### src/rtl/distortion_pipelined.sv
// rtl/distortion_pipelined.sv - multichannel distortion stage with a 3-deep stallable valid/ready pipeline
//
// Ports:
//   clk, reset         system clock, synchronous active-high reset
//   in_valid/in_ready  input frame handshake
//   sample_in          CHANNELS signed samples, channel 0 in the lowest bits
//   mode, gain,        per-frame shaping parameters, captured with the frame
//   threshold
//   out_valid/out_ready output frame handshake
//   sample_out         processed frame
//   clip_flag          per-channel threshold-clip or saturation indicator
module distortion_pipelined #(
    parameter int SAMPLE_W  = 16,
    parameter int CHANNELS  = 2,
    parameter int GAIN_W    = 8,
    parameter int GAIN_FRAC = 4
) (
    input  logic                         clk,
    input  logic                         reset,
    input  logic                         in_valid,
    output logic                         in_ready,
    input  logic [CHANNELS*SAMPLE_W-1:0] sample_in,
    input  logic [2:0]                   mode,
    input  logic [GAIN_W-1:0]            gain,
    input  logic [SAMPLE_W-2:0]          threshold,
    output logic                         out_valid,
    input  logic                         out_ready,
    output logic [CHANNELS*SAMPLE_W-1:0] sample_out,
    output logic [CHANNELS-1:0]          clip_flag
);

    localparam int FW = CHANNELS * SAMPLE_W;
    // Product width: signed sample times non-negative gain, plus one sign bit.
    localparam int PW = SAMPLE_W + GAIN_W + 1;

    localparam logic signed [SAMPLE_W-1:0] S_MAX = {1'b0, {(SAMPLE_W-1){1'b1}}};
    localparam logic signed [SAMPLE_W-1:0] S_MIN = {1'b1, {(SAMPLE_W-1){1'b0}}};
    localparam logic signed [PW-1:0]       P_MAX = {{(GAIN_W+1){1'b0}}, S_MAX};
    localparam logic signed [PW-1:0]       P_MIN = {{(GAIN_W+1){1'b1}}, S_MIN};

    logic advance;

    // Stage 1: captured frame and parameters
    logic                s1_valid;
    logic [FW-1:0]       s1_sample;
    logic [2:0]          s1_mode;
    logic [GAIN_W-1:0]   s1_gain;
    logic [SAMPLE_W-2:0] s1_thr;

    // Stage 2: pre-shaped samples
    logic                s2_valid;
    logic [FW-1:0]       s2_y;
    logic [CHANNELS-1:0] s2_clip;
    logic [2:0]          s2_mode;
    logic [GAIN_W-1:0]   s2_gain;

    logic [FW-1:0]       pre_y;
    logic [CHANNELS-1:0] pre_clip;
    logic [FW-1:0]       post_y;
    logic [CHANNELS-1:0] post_clip;
    logic                s2_gain_mode;

    assign advance      = ~out_valid | out_ready;
    assign in_ready     = advance & ~reset;
    assign s2_gain_mode = (s2_mode >= 3'd1) && (s2_mode <= 3'd4);

    for (genvar c = 0; c < CHANNELS; c++) begin : g_ch
        // Pre-shape: one extra bit so -T and the compares never overflow.
        logic signed [SAMPLE_W-1:0] x;
        logic signed [SAMPLE_W:0]   xe;
        logic signed [SAMPLE_W:0]   t_hi;
        logic signed [SAMPLE_W:0]   t_lo;
        logic signed [SAMPLE_W-1:0] y;
        logic                       clip;

        assign x    = s1_sample[c*SAMPLE_W +: SAMPLE_W];
        assign xe   = {x[SAMPLE_W-1], x};
        assign t_hi = {2'b00, s1_thr};
        // Asymmetric mode clips the negative half at half the threshold.
        assign t_lo = (s1_mode == 3'd4) ? -(t_hi >>> 1) : -t_hi;

        always_comb begin
            y    = x;
            clip = 1'b0;
            case (s1_mode)
                3'd1, 3'd4: begin
                    if (xe > t_hi) begin
                        y    = t_hi[SAMPLE_W-1:0];
                        clip = 1'b1;
                    end else if (xe < t_lo) begin
                        y    = t_lo[SAMPLE_W-1:0];
                        clip = 1'b1;
                    end
                end
                3'd2: begin
                    if (x[SAMPLE_W-1]) y = '0;
                end
                3'd3: begin
                    // The most negative sample has no positive counterpart.
                    if (x == S_MIN) begin
                        y    = S_MAX;
                        clip = 1'b1;
                    end else if (x[SAMPLE_W-1]) begin
                        y = -x;
                    end
                end
                default: ;
            endcase
        end

        assign pre_y[c*SAMPLE_W +: SAMPLE_W] = y;
        assign pre_clip[c]                   = clip;

        // Gain: full-precision multiply, floor shift, saturate.
        logic signed [SAMPLE_W-1:0] y2;
        logic signed [PW-1:0]       ye;
        logic signed [PW-1:0]       ge;
        logic signed [PW-1:0]       prod;
        logic signed [PW-1:0]       shifted;
        logic signed [SAMPLE_W-1:0] q;
        logic                       sat;

        assign y2      = s2_y[c*SAMPLE_W +: SAMPLE_W];
        assign ye      = {{(GAIN_W+1){y2[SAMPLE_W-1]}}, y2};
        assign ge      = {{(SAMPLE_W+1){1'b0}}, s2_gain};
        assign prod    = ye * ge;
        assign shifted = prod >>> GAIN_FRAC;

        always_comb begin
            q   = y2;
            sat = 1'b0;
            if (s2_gain_mode) begin
                if (shifted > P_MAX) begin
                    q   = S_MAX;
                    sat = 1'b1;
                end else if (shifted < P_MIN) begin
                    q   = S_MIN;
                    sat = 1'b1;
                end else begin
                    q = shifted[SAMPLE_W-1:0];
                end
            end
        end

        assign post_y[c*SAMPLE_W +: SAMPLE_W] = q;
        assign post_clip[c]                   = s2_gain_mode & (sat | s2_clip[c]);
    end

    always_ff @(posedge clk) begin
        if (reset) begin
            s1_valid   <= 1'b0;
            s1_sample  <= '0;
            s1_mode    <= '0;
            s1_gain    <= '0;
            s1_thr     <= '0;
            s2_valid   <= 1'b0;
            s2_y       <= '0;
            s2_clip    <= '0;
            s2_mode    <= '0;
            s2_gain    <= '0;
            out_valid  <= 1'b0;
            sample_out <= '0;
            clip_flag  <= '0;
        end else if (advance) begin
            s1_valid  <= in_valid & in_ready;
            s1_sample <= sample_in;
            s1_mode   <= mode;
            s1_gain   <= gain;
            s1_thr    <= threshold;
            s2_valid  <= s1_valid;
            s2_y      <= pre_y;
            s2_clip   <= pre_clip;
            s2_mode   <= s1_mode;
            s2_gain   <= s1_gain;
            out_valid <= s2_valid;
            // Bubbles leave the last emitted frame on the outputs.
            if (s2_valid) begin
                sample_out <= post_y;
                clip_flag  <= post_clip;
            end
        end
    end

endmodule

### config.mk
export PLATFORM = sky130hd
export DESIGN_NAME = distortion_pipelined
export DESIGN_NICKNAME = d
export VERILOG_FILES = /design/src/rtl/distortion_pipelined.sv
export SDC_FILE = /design/constraint.sdc
export NUM_CORES = 1
export LEC_CHECK = 0
export ABC_AREA = 1
export CAP_MARGIN = 10
export CORE_MARGIN = 4
export CORE_UTILIZATION = 63
export CTS_BUF_LIST = sky130_fd_sc_hd__clkbuf_16
export CTS_CLUSTER_DIAMETER = 100
export DETAILED_ROUTE_END_ITERATION = 8
export GPL_TIMING_DRIVEN = 0
export PLACE_DENSITY = 0.83
export SYNTH_ARGS = -nofsm -noshare
export SYNTH_HDL_FRONTEND = slang
export SYNTH_SLANG_ARGS = --single-unit
### constraint.sdc
create_clock -name clk -period 5.5 [get_ports clk]
set_input_delay 1.1 -clock clk [delete_from_list [all_inputs] [get_ports clk]]
set_output_delay 1.1 -clock clk [all_outputs]
set_load 0.005 [all_outputs]
==> flow_summary.ini <==
[synth]
synth_xor_area_share_pct = 2.10
synth-compound-area-share_pct = 10.6
synthMuxAreaShare_pct = 0
synth_edf_count = 0
syn_area_per_cell_um2 = 6.51
synthTopCellsByArea = fa_1, nand2_1, dfxtp_1, inv_1, ha_1
ys.flop_type = dfxtp_1
syn_area_um2 = 20000
synthDistinctLibCells = 52
netlist.area_leader.share_pct = 20.4
synthAdderAreaFrac_pct = 30.4
synth_nets = 3504
ys_seq_area_share_pct = 14.0
synthSimpleGateAreaFrac_pct = 27.5
synth_top_family_by_area = adder cells
yosys.area.top_type = fa_1
ys_async_sr_fraction_pct = 0
yosys_warnings = 0
postSynthCellCount = 3078
ys_ff_latch = 140

[critical_path]
path_delay_family = adder cells
crit_buf_inv = 5
worst_ep_required_time_ns = 5.82
slowest_stage = fa_1
crit_path_frequent_cell = nand2_1
startpoint_type = flip-flop
max_stage_delay_ns = 0.55
r2r-start = s2_gain[3]$_SDFFE_PP0N_
cp-end-kind = flip-flop
crit_type = flip-flop to flip-flop
critPathLaunch = s2_gain[3]$_SDFFE_PP0N_
crit_arrival_ns = 5.67
crit_fanout = 10

[floorplan]
initial_core_util_pct = 63.7
die_w_um = 186
core_um2 = 31500
io-pin-count = 98
die_y_um = 186
fp.dieArea_um2 = 34700
rows = 65

[clock_network]
numCtsBuffers = 17
cts_hold_buffers = 0
cts_tree = built
clockBufferDepth = 2
clk_latency_ns = 0.47
path_clk_slew_ns = 0.08
root_buffer = clkbuf_16
h-tree-depth = 4
cts_num_sinks = 140

[detailed_routing]
via_per_inst = 5.68
antenna_left = 0
first_pass_iters = 6
vias = 20300
drc = 0
dr.first_iter.drc_count = 2420
wire_per_inst_um = 18.7
routed_wl_um = 66900

[status]
outcome = completed

[timing]
worst_hold_slack_ns = 0.468
max_freq_mhz = 187
clock_skew_ns = 0.0127
slew_headroom_pct = 34.7
drv_slew = 0
finalHoldViolCount = 0
fin_setup_tns_ns = 0
tightest_slew_ns = 0.976
finalSetupViolations = 0
period_share_pct = 97.2
period_minus_slack_ns = 5.35

[min_path]
min_from = s1_gain[4]$_SDFFE_PP0N_
worst_hold_path_type = flip-flop to flip-flop

[grt]
grt_pass1_vias = 20400
grt_max_degree = 18
grt.overflow.total = 0
track_usage_pct = 38.2
grt_pass1_wl_um = 106000
antenna_found_initial = 0

[finish]
design_area_um2 = 22400
final_cells = 3582
fillers = 2767
n_antenna_cell = 0
layout_common_cells = nand2_1, inv_1, fa_1
fin_util_pct = 71.0
layout.nets = 3593
syn_to_final_growth_pct = 11.6
drive_gt1_share_pct = 6.95
final_common_cell = nand2_1

[placed_design]
place_area_um2 = 21500
gp_congestion = 0.990
dp_cells = 3576
dp_hpwl_um = 53200
numPortBuffers = 96

[power_and_ir_drop]
irDropWorstVdd_v = 0.000232
p_per_area_nw_per_um2 = 178
p_leak_nw = 12.5

[run]
cap_violations = 0
worst min-delay path: cells and delay by family (launching register included):
kind                   cells  cell delay [ns]
buffers and inverters      1             0.06
flip-flops                 1             0.30
AO/OA/AOI/OAI              1             0.07
power by group:
part / internal, W / switching (W)
registers: 0.00108 / 0.000154
logic: 0.000551 / 0.000977
clock network: 0.000611 / 0.000611
state kept, by name, indices dropped and copies added, names as in the netlist, 2 cells and up:
name,flops
s1_thr,15
s1_sample,32
s2_mode,3
clip_flag,2
s2_gain,8
sample_out,32
s2_y,32
s2_clip,2
s1_gain,8
s1_mode,3
final timing paths:
kind,end,slack [ns],depth (start not counted)
worst min-delay path,s2_gain[4]$_SDFFE_PP0N_,0.47,2
worst max-delay path,clip_flag[1]$_SDFFE_PP0P_,0.15,25
worst max register to register,clip_flag[1]$_SDFFE_PP0P_,0.15,25
worst min register to register,s2_gain[4]$_SDFFE_PP0N_,0.47,2
metal layers:
layer | up-vias | global-route usage (%) | part of all wire (%)
met1 | 9481 | 48.2 | 38
met2 | 1134 | 62.9 | 46
li1 | 9472 | - | -
met4 | 0 | 19.6 | 5.4
met5 | - | 0 | 0
met3 | 256 | 7.15 | 10
metrics by stage:
step                      worst slack, ns  power [W]
after floorplan                     0.364    0.00222
after global placement             -0.662    0.00266
after detailed placement           -0.752    0.00270
after CTS                         0.00157    0.00391
after global routing               -0.105    0.00420
final                               0.154    0.00399
cells by family after synthesis:
| group | Yosys count |
|---|---|
| buffers and inverters | 800 |
| AO/OA/AOI/OAI | 374 |
| flip-flops | 140 |
| adder cells (fa/ha/maj) | 364 |
| AND/OR/NAND/NOR | 1352 |
| XOR/XNOR | 48 |
repair_timing:
action | 4_1_cts | 5_1_grt
resized for setup | 50 | 91
pin swaps | 0 | 8
gates cloned | 0 | 1
endpoints found under the setup margin | 34 | 33
setup buffers | 0 | 6
synth_stat cells (2+ instances only):
master and number:
a211oi_1 3, a21oi_1 139, a21oi_2 19, a21oi_4 2, a221oi_1 4, a311oi_1 3
a31oi_1 10, buf_1 18, buf_2 11, buf_4 3, buf_6 6, clkbuf_1 91
dfxtp_1 140, fa_1 204, ha_1 160, inv_1 659, inv_2 9, nand2_1 975
nand2_2 17, nand2_4 3, nand3_1 110, nand3_2 10, nand3b_1 5, nand4_1 23
nand4_2 2, nor2_1 172, nor2_2 9, nor3_1 19, nor3_2 2, nor4_1 2
o211ai_1 4, o21a_1 6, o21ai_0 157, o21ai_2 6, o21bai_1 5, o22ai_1 5
o31ai_1 3, o32ai_1 2, xnor2_1 18, xor2_1 30
area by class of cell:
type	count	area (um2)	share of cell area, %
Timing Repair Buffer	103	1020	4.55
Clock inverter	15	173	0.772
Inverter	669	2510	11.2
Multi-Input combinational cell	2138	14300	63.9
Clock buffer	17	425	1.90
Buffer	98	607	2.71
Sequential cell	140	2830	12.7
Tap cell	402	503	2.25
Power figures use the tool's default switching activity.
